## src/rtl/dmem_pkg.sv

```systemverilog
// ---------------------------------------------------------------------------
// dmem_pkg
// Shared definitions for the data-memory arbiter slice.
//   owner_t : who issued the read that is currently in flight (or NONE)
//   state_t : arbiter mode, ARB (normal sharing) or LOCKED (debug burst)
//   LED_ADDR: memory-mapped LED register, handy for benches and debug
// ---------------------------------------------------------------------------
package dmem_pkg;

    typedef enum logic [1:0] {
        OWN_NONE = 2'd0,
        OWN_A    = 2'd1,
        OWN_B    = 2'd2
    } owner_t;

    typedef enum logic {
        ST_ARB    = 1'b0,
        ST_LOCKED = 1'b1
    } state_t;

    localparam logic [31:0] LED_ADDR = 32'h0000_2000;

endpackage

```

## src/rtl/dmem_arb_age.sv

```systemverilog
// ---------------------------------------------------------------------------
// dmem_arb_age
// Winner selection between the core (A) and the debug engine (B), plus the
// starvation counter that lets B eventually win against a busy core.
// Ports:
//   i_clk, i_rst_n : clock, asynchronous active-low reset
//   i_a_req        : core request
//   i_b_req        : debug request
//   i_locked       : arbiter is in the LOCKED state (only B may win)
//   o_winner       : which requester owns the memory port this cycle
// ---------------------------------------------------------------------------
module dmem_arb_age
    import dmem_pkg::*;
#(
    parameter int STARVE_LIMIT = 8,
    parameter int CNT_W        = 4
) (
    input  logic   i_clk,
    input  logic   i_rst_n,
    input  logic   i_a_req,
    input  logic   i_b_req,
    input  logic   i_locked,
    output owner_t o_winner
);

    localparam logic [CNT_W-1:0] LIMIT   = STARVE_LIMIT[CNT_W-1:0];
    localparam logic [CNT_W-1:0] CNT_MAX = {CNT_W{1'b1}};
    localparam logic [CNT_W-1:0] CNT_ONE = {{(CNT_W-1){1'b0}}, 1'b1};

    logic [CNT_W-1:0] r_cnt;
    logic             w_starved;
    owner_t           w_winner;

    // A has priority on a conflict unless B has waited long enough; while
    // locked the core is shut out completely.
    function automatic owner_t pick_winner(input logic a, input logic b,
                                           input logic lk, input logic starved);
        owner_t w;
        w = OWN_NONE;
        if (lk) begin
            if (b) w = OWN_B;
        end else if (a && b) begin
            w = starved ? OWN_B : OWN_A;
        end else if (a) begin
            w = OWN_A;
        end else if (b) begin
            w = OWN_B;
        end
        return w;
    endfunction

    // A limit of zero turns aging off entirely.
    assign w_starved = (STARVE_LIMIT != 0) && (r_cnt >= LIMIT);

    // Nobody is granted while reset is held, even though the inputs may be live.
    assign w_winner = i_rst_n ? pick_winner(i_a_req, i_b_req, i_locked, w_starved)
                              : OWN_NONE;
    assign o_winner = w_winner;

    // Count cycles B spends waiting; a grant to B forgives everything.
    always_ff @(posedge i_clk or negedge i_rst_n) begin
        if (!i_rst_n) begin
            r_cnt <= '0;
        end else if (w_winner == OWN_B) begin
            r_cnt <= '0;
        end else if (i_b_req && (r_cnt != CNT_MAX)) begin
            r_cnt <= r_cnt + CNT_ONE;
        end
    end

endmodule

```

## src/rtl/dmem_arbiter.sv

```systemverilog
// ---------------------------------------------------------------------------
// dmem_arbiter
// Shares the single data_memory port between the core LSU (A) and the UART
// debug/loader engine (B). Muxes the winner's access onto the memory, steers
// the 1-cycle read data back to whoever issued the read, and supports a
// B-side lock that stalls the core for atomic debug bursts.
// Ports:
//   i_clk, i_rst_n                 : clock, asynchronous active-low reset
//   i_a_* / o_a_*                  : core request, grant, read return
//   i_b_* / o_b_*, i_b_lock        : debug request, grant, read return, lock
//   o_mem_* / i_mem_read_data      : data_memory interface
//   o_locked                       : high while B holds the lock (core stall)
// ---------------------------------------------------------------------------
module dmem_arbiter
    import dmem_pkg::*;
#(
    parameter int ADDR_W       = 32,
    parameter int DATA_W       = 32,
    parameter int STARVE_LIMIT = 8,
    parameter int CNT_W        = 4
) (
    input  logic              i_clk,
    input  logic              i_rst_n,
    input  logic              i_a_req,
    input  logic              i_a_we,
    input  logic [ADDR_W-1:0] i_a_addr,
    input  logic [DATA_W-1:0] i_a_wdata,
    input  logic [3:0]        i_a_sign_mask,
    output logic              o_a_gnt,
    output logic              o_a_rvalid,
    output logic [DATA_W-1:0] o_a_rdata,
    input  logic              i_b_req,
    input  logic              i_b_we,
    input  logic [ADDR_W-1:0] i_b_addr,
    input  logic [DATA_W-1:0] i_b_wdata,
    input  logic [3:0]        i_b_sign_mask,
    input  logic              i_b_lock,
    output logic              o_b_gnt,
    output logic              o_b_rvalid,
    output logic [DATA_W-1:0] o_b_rdata,
    output logic [ADDR_W-1:0] o_mem_addr,
    output logic [DATA_W-1:0] o_mem_write_data,
    output logic              o_mem_memwrite,
    output logic              o_mem_memread,
    output logic [3:0]        o_mem_sign_mask,
    input  logic [DATA_W-1:0] i_mem_read_data,
    output logic              o_locked
);

    state_t r_state;
    state_t w_state_nxt;
    owner_t r_rd_owner;
    owner_t w_winner;
    logic   w_a_sel;
    logic   w_b_sel;
    logic   w_we;

    dmem_arb_age #(
        .STARVE_LIMIT (STARVE_LIMIT),
        .CNT_W        (CNT_W)
    ) u_age (
        .i_clk    (i_clk),
        .i_rst_n  (i_rst_n),
        .i_a_req  (i_a_req),
        .i_b_req  (i_b_req),
        .i_locked (r_state == ST_LOCKED),
        .o_winner (w_winner)
    );

    assign w_a_sel = (w_winner == OWN_A);
    assign w_b_sel = (w_winner == OWN_B);
    assign o_a_gnt = w_a_sel;
    assign o_b_gnt = w_b_sel;

    // With no winner the address/data lines just show A; only the strobes matter.
    assign o_mem_addr       = w_b_sel ? i_b_addr      : i_a_addr;
    assign o_mem_write_data = w_b_sel ? i_b_wdata     : i_a_wdata;
    assign o_mem_sign_mask  = w_b_sel ? i_b_sign_mask : i_a_sign_mask;
    assign w_we             = w_b_sel ? i_b_we        : i_a_we;
    assign o_mem_memwrite   = (w_a_sel | w_b_sel) &  w_we;
    assign o_mem_memread    = (w_a_sel | w_b_sel) & ~w_we;

    // Mode register.
    always_ff @(posedge i_clk or negedge i_rst_n) begin
        if (!i_rst_n) begin
            r_state <= ST_ARB;
        end else begin
            r_state <= w_state_nxt;
        end
    end

    // Lock is taken only on an actual B grant, and released on the first cycle
    // B drops b_lock (that cycle is still arbitrated under LOCKED rules).
    always_comb begin
        w_state_nxt = r_state;
        case (r_state)
            ST_ARB:    if (w_b_sel && i_b_lock) w_state_nxt = ST_LOCKED;
            ST_LOCKED: if (!i_b_lock)           w_state_nxt = ST_ARB;
            default:   w_state_nxt = ST_ARB;
        endcase
    end

    // Remember who issued the read so next cycle's memory data goes to them.
    always_ff @(posedge i_clk or negedge i_rst_n) begin
        if (!i_rst_n) begin
            r_rd_owner <= OWN_NONE;
        end else if (o_mem_memread) begin
            r_rd_owner <= w_winner;
        end else begin
            r_rd_owner <= OWN_NONE;
        end
    end

    assign o_a_rvalid = (r_rd_owner == OWN_A);
    assign o_b_rvalid = (r_rd_owner == OWN_B);
    assign o_a_rdata  = i_mem_read_data;
    assign o_b_rdata  = i_mem_read_data;
    assign o_locked   = (r_state == ST_LOCKED);

endmodule

```

## config.mk

```make
export PLATFORM = sky130hd
export DESIGN_NAME = dmem_arbiter
export DESIGN_NICKNAME = d
export VERILOG_FILES = /design/src/rtl/dmem_pkg.sv /design/src/rtl/dmem_arb_age.sv /design/src/rtl/dmem_arbiter.sv
export SDC_FILE = /design/constraint.sdc
export NUM_CORES = 1
export LEC_CHECK = 0
export CORE_AREA = 2 2 120 122
export CTS_CLUSTER_SIZE = 8
export DETAILED_ROUTE_END_ITERATION = 16
export DIE_AREA = 0 0 122 124
export PLACE_DENSITY = 0.64
export SKIP_LAST_GASP = 1
export SYNTH_ARGS = -nofsm -noshare
export SYNTH_HDL_FRONTEND = slang
export SYNTH_SLANG_ARGS = --single-unit
```

## constraint.sdc

```tcl
create_clock -name i_clk -period 2.2 [get_ports i_clk]
set_clock_uncertainty 0.1 [all_clocks]
set_input_delay 0.44 -clock i_clk [delete_from_list [all_inputs] [get_ports i_clk]]
set_output_delay 0.44 -clock i_clk [all_outputs]
set_load 0.1 [all_outputs]
```

# --- Word level (Yosys, flattened, before mapping) ---
# Index checks and enable logic that the tools add are counted.
totals:
  inputBits: 175
  ff_bits: 7
  wordCells: 35
  mem_bits_ro: 0
  latchBits: 0
  n_memories: 0
  ramBits: 0
  output_inout_bits: 139
classes:
  eq_ne: 5
  n_mul: 0
  add_sub_neg: 1
  n_lt_le_gt_ge: 1
  n_div: 0
  muxes: 16
  n_reduce_logical: 4
  shift: 0
  bitwise: 5
op_table:
  columns: ["cell", "n"]
  rows:
  - ["$mux 32", 2]
  - ["$mux 2", 7]
  - ["$mux 4", 3]
  - ["$add 4x1->4 const B", 1]
  - ["$eq 2x1->1 const B", 2]
  - ["$eq 2x2->1 const B", 2]
  - ["$ge 4x4->1 const B", 1]
  - ["$ne 4x4->1 const B", 1]
  - ["$logic_and 1x1->1", 3]
  - ["$mux 1", 3]
  - ["$and 1x1->1", 2]
  - ["$not 1->1", 2]
  - ["$pmux 1 s2", 1]
  - ["$reduce_bool 2->1", 1]
  - ["$or 1x1->1", 1]

# --- Logic depth before layout (Yosys ltp) ---
# Gate-level depths: netlist (run 1).
depth:
  depth_word: 10
  ltp_mapped: 8
  mapped_depth_nobuf: 7

# --- Cells and area by module ---
# Synthesis (run 1) repeated with hierarchy kept, for this count alone.
unflattened:
  cells_unflattened: 184
  area_unflattened_um2: 1769.2
modules_own_cells:
  columns: ["module", "area_per_inst_um2", "instances", "cells_each", "seq_area_each_um2"]
  rows:
  - ["dmem_arbiter", 1501.4, 1, 155, 75.1]
  - ["dmem_arb_age", 267.8, 1, 29, 100.1]

# --- Worst setup path after synthesis (run 1) ---
# OpenSTA, ideal clock, no wires.
synth_path:
  path_kind: "flip-flop to output port"
  startpoint: "reg r_state, in the netlist o_locked"
  endpoint: "out o_mem_memwrite"
  t_required_ps: 1660
  setup_slack_ps: -1933
  path_stages_with_launch: 6
  arrival_ps: 3593
  path_buffers: 0
  cell_sequence: "dfrtp_1 -> o311ai_1 -> inv_1 -> ha_1 -> mux2i_1 -> nor2_1"
synth_between:
  elab_chain_len: 5
  word_cells_on_any_way: 7
synth_rtl:
  columns: ["item", "line", "text"]
  rows:
  - ["start: declaration", "dmem_arbiter.sv:50", "state_t r_state;"]
  - ["start signal: assignment", "dmem_arbiter.sv:88", "r_state <= w_state_nxt;"]
  - ["$mux 2 (*)", "dmem_arb_age.sv:40", "if (lk) begin"]
  - ["$mux 2 (*)", "dmem_arb_age.sv:56", "assign w_winner = i_rst_n ? pick_winner(i_a_req, i_b_req, i_locked, w_starved)"]
  - ["$eq 2x2->1 (*)", "dmem_arbiter.sv:71", "assign w_b_sel = (w_winner == OWN_B);"]
  - ["net o_b_gnt", "dmem_arbiter.sv:38", "output logic o_b_gnt,"]
  - ["$or 1x1->1 or $mux 1 (tied branches)", "dmem_arbiter.sv:80, dmem_arbiter.sv:79", null]
  - ["$and 1x1->1 (*)", "dmem_arbiter.sv:80", "assign o_mem_memwrite = (w_a_sel | w_b_sel) & w_we;"]
  - ["end: declaration", "dmem_arbiter.sv:43", "output logic o_mem_memwrite,"]
# The timed path passes the listed nets; every way through them passes the cells marked *.

# --- Worst setup path after layout (run 1) ---
layout_path:
  startpoint: "reg r_state, in the netlist o_locked"
  endpoint: "out o_mem_memread"
layout_between:
  elab_chain_len: 6
  word_cells_on_any_way: 8
layout_rtl:
  columns: ["item", "line", "text"]
  rows:
  - ["$mux 2 (*)", "dmem_arb_age.sv:40", null]
  - ["$mux 2 (*)", "dmem_arb_age.sv:56", null]
  - ["$eq 2x2->1", "dmem_arbiter.sv:71", null]
  - ["$mux 1", "dmem_arbiter.sv:79", "assign w_we = w_b_sel ? i_b_we : i_a_we;"]
  - ["$not 1->1", "dmem_arbiter.sv:81", "assign o_mem_memread = (w_a_sel | w_b_sel) & ~w_we;"]
  - ["$and 1x1->1 (*)", "dmem_arbiter.sv:81", null]
  - ["end: declaration", "dmem_arbiter.sv:44", "output logic o_mem_memread,"]
# Mark *: on every way between the ends. The rest lies on a longest branch, timed or not.

==> key figures, run 1 <==
Clocking
  • CTS Hold Bufs: 0
  • CTS root buf: clkbuf_16
  • Clock sink total: 7
  • CTS clk-pin slew, worst paths: 0.04 ns
  • Clock latency on the worst-skew pair: 0.23 ns
  • Worst-case clock buffer depth: 2
  • Number of buffers created by CTS: 3
  • H-Tree Depth: 1
  • CTS tree: built

Global route
  • Initial antenna violation count: 0
  • Congestion Overflow GR: 0
  • First-pass GRT wire length: 13,530 um
  • Largest net degree at the start of global routing: 25
  • Vias in the first global route: 2,151
  • GRT Util Overall: 0.1216

Power and ir drop
  • Power Total: 3.137 mW
  • Leak: 2.040 nW
  • Power Dens Cells: 648.7 nW/um^2
  • Worst vdd ir: 271.5 uV

Logic synthesis
  • Ys Warns: 0
  • Post-Synth Adder-Cell Area: 0.02918
  • Cell count after synthesis: 183
  • XOR/XNOR Fraction of Synth Area: 0
  • Sequential fraction of the synthesis area: 0.1021
  • Avg Cell Area, Syn: 9.374 um^2
  • Largest family of logic cells by synthesized area: multiplexers
  • Area leader, netlist: mux2_2
  • Post-Syn Nets: 362
  • Synthesized cell area: 1715 um^2
  • Synth top area share: 0.4530
  • Area contributors post-synth: mux2_2, buf_4, dfrtp_1
  • Simple-gate share of the synthesized area: 0.05179
  • Synth cell types: 21
  • Synth Area in Compound Gates: 0.02042
  • Synth Register Bits: 7
  • Multiplexer share of the synthesized area: 0.4646

Placed design
  • DPL Wire Length: 8547 um
  • Post-placement cell count: 521
  • Gpl congestion: 0.8015
  • DP Worst Slack: -0.6731 ns
  • Port Buf Inserts: 217

Outcome
  • Status: complete, but fails checks
  • Failing checks: setup timing

Cells and area
  • Number of diodes: 0
  • Fin cells: 533
  • Share of layout cells above drive strength 1: 0.5071
  • Commonest non-fill, non-tap cells in the layout: clkdlybuf4s50_1, buf_12, mux2_4, mux2_2, buf_4
  • Layout area overhead: 181.9%
  • Commonest non-fill, non-tap cell in the layout: clkdlybuf4s50_1
  • Nets: 533

Critical path
  • CP max stage delay: 0.49 ns
  • Worst EP required: 1.66 ns
  • CP most frequent cell: buf_12
  • Setup CP Type: reg2out
  • Critical path, cell by cell: nand4b_1 -> ha_4 -> buf_12 -> buf_6 -> mux2i_4 -> nand2b_1 -> clkinvlp_4 -> buf_12
  • Crit path max-delay family: buffers and inverters
  • Worst endpoint data arrival time: 2.09 ns
  • Worst Path Buf+Inv: 4
  • Worst r2r src: o_locked
  • R2R Path End: r_rd_owner[0]
  • Crit. End Element: output port
  • Crit path launch type: register
  • CP max FO: 4
  • R2r setup slk: 0.10 ns
  • Slowest cell on crit path: dfrtp_4
  • Reg2reg path depth: 9

Die
  • I/O pin count: 314
  • Die ar.: 15,130 um^2
  • Num rows: 43
  • Width of the die: 122 um
  • Core footprint: 13,720 um^2
  • Initial Utilization: 0.1250
  • Height of the die: 124 um

Timing
  • Final setup viols: 71
  • Slew Viols, Final: 0
  • Setup ws final: -0.4285 ns
  • Unrepaired setup endpoints after global routing: yes
  • Maximum operating frequency: 0.3804 GHz
  • Worst Tran Pin Value: 0.2749 ns
  • Fin crit period: 2.628 ns
  • Slew headroom: 0.8159
  • Tcrit/Tclk final: 1.195
  • Final hold vios: 0

Detailed routing
  • Drt initial violations: 30
  • Drt wl/cell: 18.67 um
  • Pre-antenna DRT Iters: 4
  • Post-route DRC: 0
  • Via density: 3.651
  • Final wirelength: 9952 um
  • Routed Antenna Nets: 0
  • Total number of vias: 1,946

Worst hold path
  • Hold Path Class: in2async

Job
  • Max_cap viols: 0
==> layer usage <==
| layer | vias to the layer above | routed length, um | GRT usage |
|---|---|---|---|
| met2 | 166 | 4855 | 0.2207 |
| met1 | 864 | 3909 | 0.1481 |
| met4 | 0 | 133 | 0.02586 |
| li1 | 899 | - | - |
| met3 | 17 | 1053 | 0.02473 |
| met5 | - | 0 | 0 |
==> timing repair <==
| item | in CTS | in global routing |
|---|---|---|
| endpoints found under the hold margin | 0 | 0 |
| resized for setup | 12 | 7 |
| cloned | 1 | 0 |
| endpoints found under the setup margin | 72 | 72 |
| setup buffers | 7 | 2 |
| pin swaps | 3 | 2 |
==> power by group <==
group,leakage (nW),switching (mW),internal (mW)
Clock,0.0382,0.0684,0.241
Combinational,1.91,1.50,1.11
Sequential,0.0883,0.0452,0.172
Total,2.04,1.62,1.52
==> cells in the mapped netlist <==
cell      instances
buf_4            69
mux2_2           69
inv_1             8
dfrtp_1           7
nor2_1            5
ha_1              4
nand2b_1          3
buf_2             2
mux2i_1           2
nor2b_1           2
nor3_1            2
a211oi_1          1
a21oi_1           1
a31oi_1           1
and4b_1           1
buf_6             1
nand2_1           1
nand4_1           1
nand4b_1          1
o21a_1            1
o311ai_1          1
==> worst register-to-register path, delay by kind of cell, from the launching register on <==
kind	cells	cell delay (ns)
DFF	1	0.49
and+or+nand+nor	3	0.50
adders and majority gates	1	0.25
buffers and inverters	4	0.51
muxes	1	0.18
==> cell families (layout without fill, tap and decap cells) <==
| family | count (synthesis) | after routing |
|---|---|---|
| buffers and inverters | 80 | 250 |
| muxes | 71 | 71 |
| and+or+nand+nor | 16 | 16 |
| DFF | 7 | 7 |
| AOI/OAI and AO/OA | 5 | 5 |
| adders and majority gates | 4 | 4 |
==> sequential cells by signal, summed over array words and instances (netlist names) <==
register     flops
o_locked         1
r_rd_owner       2
u_age.r_cnt      4
==> stage by stage <==
step / setup TNS [ns] / util / hold WS, ns / instance area [um^2]
5_1_grt: -29.63 / 0.3525 / 0.2557 / 4836
3_5_place_dp: -45.32 / 0.3387 / 0.5040 / 4647
2_1_floorplan: -29.76 / - / 0.04441 / 1968
6_report: -25.86 / 0.3525 / 0.2332 / 4836
4_1_cts: -28.33 / 0.3528 / 0.2487 / 4840
3_3_place_gp: -42.93 / 0.3387 / 0.4679 / 4647
==> cell type report <==
cell class              instances  area [um^2]
clock buffers                   4        78.83
fillers                      1337         8884
inverters                       8        33.78
multi-input cells              96         1214
flip-flops and latches          7        180.2
well taps                     180        225.2
repair buffers                238         3104
==> how the worst max path moves through the flow <==
| stage | depth (start not counted) | endpoint | startpoint |
|---|---|---|---|
| after floorplan | 6 | o_mem_memread | o_locked |
| after global placement | 7 | o_mem_write_data[1] | i_b_req |
| after detailed placement | 7 | o_mem_write_data[24] | i_b_req |
| after CTS | 8 | o_mem_memread | o_locked |
| after global routing | 8 | o_mem_memread | o_locked |
| final | 8 | o_mem_memread | o_locked |
No activity file was read; power rests on OpenSTA's default activity.
==> run 2, diff against run 1 <==
PLACE_DENSITY = 0.55   (was 0.64)
==> key figures, run 2 (synthesis gave the netlist of run 1 again) <==
Timing
  • Final setup viols: 71 (unchanged)
  • Fin crit period: 2.677 ns (+0.04823 ns)
  • Maximum operating frequency: 0.3736 GHz (-1.8%)
  • Unrepaired setup endpoints after global routing: yes
  • Slew headroom: 0.8029 (-0.01298)
  • Setup ws final: -0.4767 ns (-0.04823 ns)
  • Worst Tran Pin Value: 0.2943 ns (+0.01938 ns)
  • Hold Slack: 0.2505 ns (+0.01733 ns)
  • Tcrit/Tclk final: 1.217 (+0.02192)
  • Final hold vios: 0 (unchanged)
  • Slew Viols, Final: 0 (unchanged)

Critical path
  • CP max FO: 8 (+4)
  • Crit. End Element: output port
  • Worst EP required: 1.66 ns (about the same)
  • Setup CP Type: reg2out
  • Crit path launch type: register
  • Worst endpoint data arrival time: 2.14 ns (+0.05 ns)

Global route
  • First-pass GRT wire length: 11,520 um (-15%)
  • Layer with the highest usage: met2
  • Met1 usage: 0.1010 (-0.04707)
  • Met3 usage: 0.02381 (-0.0009158)
  • Initial antenna violation count: 0 (unchanged)
  • Largest net degree at the start of global routing: 12 (-52%)
  • GRT Util Overall: 0.09652 (-0.02509)
  • Vias in the first global route: 2,208 (+2.6%)
  • Congestion Overflow GR: 0 (unchanged)
  • GR Layer Usage met2: 0.1903 (-0.03038)

Detailed routing
  • Post-route DRC: 0 (unchanged)
  • Drt wl/cell: 14.03 um (-25%)
  • Routed Antenna Nets: 0 (unchanged)
  • Final wirelength: 7702 um (-23%)
  • Total number of vias: 1,978 (+1.6%)
  • Drt initial violations: 8 (-73%)
  • Via density: 3.603 (-1.3%)
  • Pre-antenna DRT Iters: 3 (-1)

Clocking
  • CTS tree: built
  • Clock latency on the worst-skew pair: 0.23 ns (about the same)
  • H-Tree Depth: 1 (unchanged)
  • Number of buffers created by CTS: 3 (unchanged)
  • CTS root buf: clkbuf_16
  • Worst-case clock buffer depth: 2 (unchanged)
  • Clock sink total: 7 (unchanged)
  • CTS clk-pin slew, worst paths: 0.04 ns (about the same)

Die
  • Height of the die: 124 um (unchanged)
  • Initial Utilization: 0.1250 (unchanged)
  • I/O pin count: 314 (unchanged)
  • Die ar.: 15,130 um^2 (unchanged)
  • Core footprint: 13,720 um^2 (unchanged)
  • Width of the die: 122 um (unchanged)
  • Num rows: 43 (unchanged)

Placed design
  • Gpl congestion: 0.6751 (-16%)
  • Port Buf Inserts: 217 (unchanged)
  • Post-placement cell count: 534 (+2.5%)
  • DPL Wire Length: 6461 um (-24%)
  • DP Worst Slack: -0.6522 ns (+0.02091 ns)

Cells and area
  • Filler instances: 1,315 (-1.6%)
  • Commonest non-fill, non-tap cells in the layout: clkdlybuf4s50_1, buf_12, mux2_4, buf_4, mux2_2
  • Number of diodes: 0 (unchanged)
  • Largest reg by FF count: u_age.r_cnt
  • Fin cells: 549 (+3.0%)
  • Layout area overhead: 193.9%
  • Commonest non-fill, non-tap cell in the layout: clkdlybuf4s50_1
  • Share of layout cells above drive strength 1: 0.5312 (+0.02408)
  • Number of flip-flops under the largest register name: 4 (unchanged)
  • Nets: 549 (+3.0%)

Job
  • Max_cap viols: 0 (unchanged)

Outcome
  • Failing checks: setup timing
  • Status: complete, but fails checks

Power and ir drop
  • Worst vdd ir: 263.9 uV (-2.8%)
  • Power Total: 3.183 mW (+1.5%)
  • Leak: 2.147 nW (+5.2%)
  • Power Dens Cells: 631.2 nW/um^2 (-2.7%)

Worst hold path
  • Hold Path Class: in2async
-- run 2: cell count changes in the layout (fill, tap and decap cells not counted) --
cell / change
buf_4: +7
buf_12: +3
buf_6: +3
buf_8: +3
clkdlybuf4s15_1: -1
dlygate4sd2_1: +1
ha_1: -1
ha_4: +1
mux2_2: -1
mux2_4: +1
-- run 2: critical path, stage by stage (launching register included) --
cell and delay [ns]:
dfrtp_4 0.49, nand4b_1 0.27, ha_4 0.26, buf_12 0.14
buf_12 0.14, buf_6 0.12, mux2_4 0.30, buf_12 0.17
-- run 2: cell type report --
cell class / instances / area [um^2] / area share
timing repair buffer: 254 / 3294 / 0.6533
clock buffer: 4 / 78.83 / 0.01563
inverter: 8 / 33.78 / 0.006700
sequential: 7 / 180.2 / 0.03573
tap: 180 / 225.2 / 0.04466
multi-input combinational: 96 / 1230 / 0.2439
-- run 2: metrics by stage --
stage	util	area (um^2)	setup TNS, ns
3_3_place_gp	0.3477	4770	-41.99
5_1_grt	0.3675	5042	-29.99
4_1_cts	0.3663	5025	-28.39
6_report	0.3675	5042	-25.48
3_5_place_dp	0.3477	4770	-42.67
2_1_floorplan	-	1968	-29.76
-- run 2: layer usage --
metal  share of wire  up-vias
met4           0.015        0
met3           0.095       14
met2            0.57      131
met1            0.32      899
met5               0        -
li1                -      934
-- run 2: path summary, 6_finish.rpt --
path	from	end	slack, ns	cells after the start
max in group asynchronous	i_rst_n	o_locked	1.61	2
min in group i_clk	u_age.r_cnt[1]	u_age.r_cnt[1]	0.50	2
setup / recovery	o_locked	o_mem_write_data[6]	-0.48	7
hold / removal	i_rst_n	o_locked	0.25	2
setup reg to reg	o_locked	r_rd_owner[1]	0.22	8
hold reg to reg	u_age.r_cnt[1]	u_age.r_cnt[1]	0.50	2
-- run 2: power breakdown --
part | internal (mW) | switching (mW)
clock network | 0.241 | 0.0725
logic | 1.17 | 1.48
registers | 0.172 | 0.0448
-- run 2: what timing repair did --
item                                    CTS  global route
endpoints found under the hold margin     0             0
pin swaps                                 3             1
gates resized for setup                  23             9
cloned                                    2             0
hold buffers                              0             0
buffers inserted                          7             4
endpoints found under the setup margin   72            72
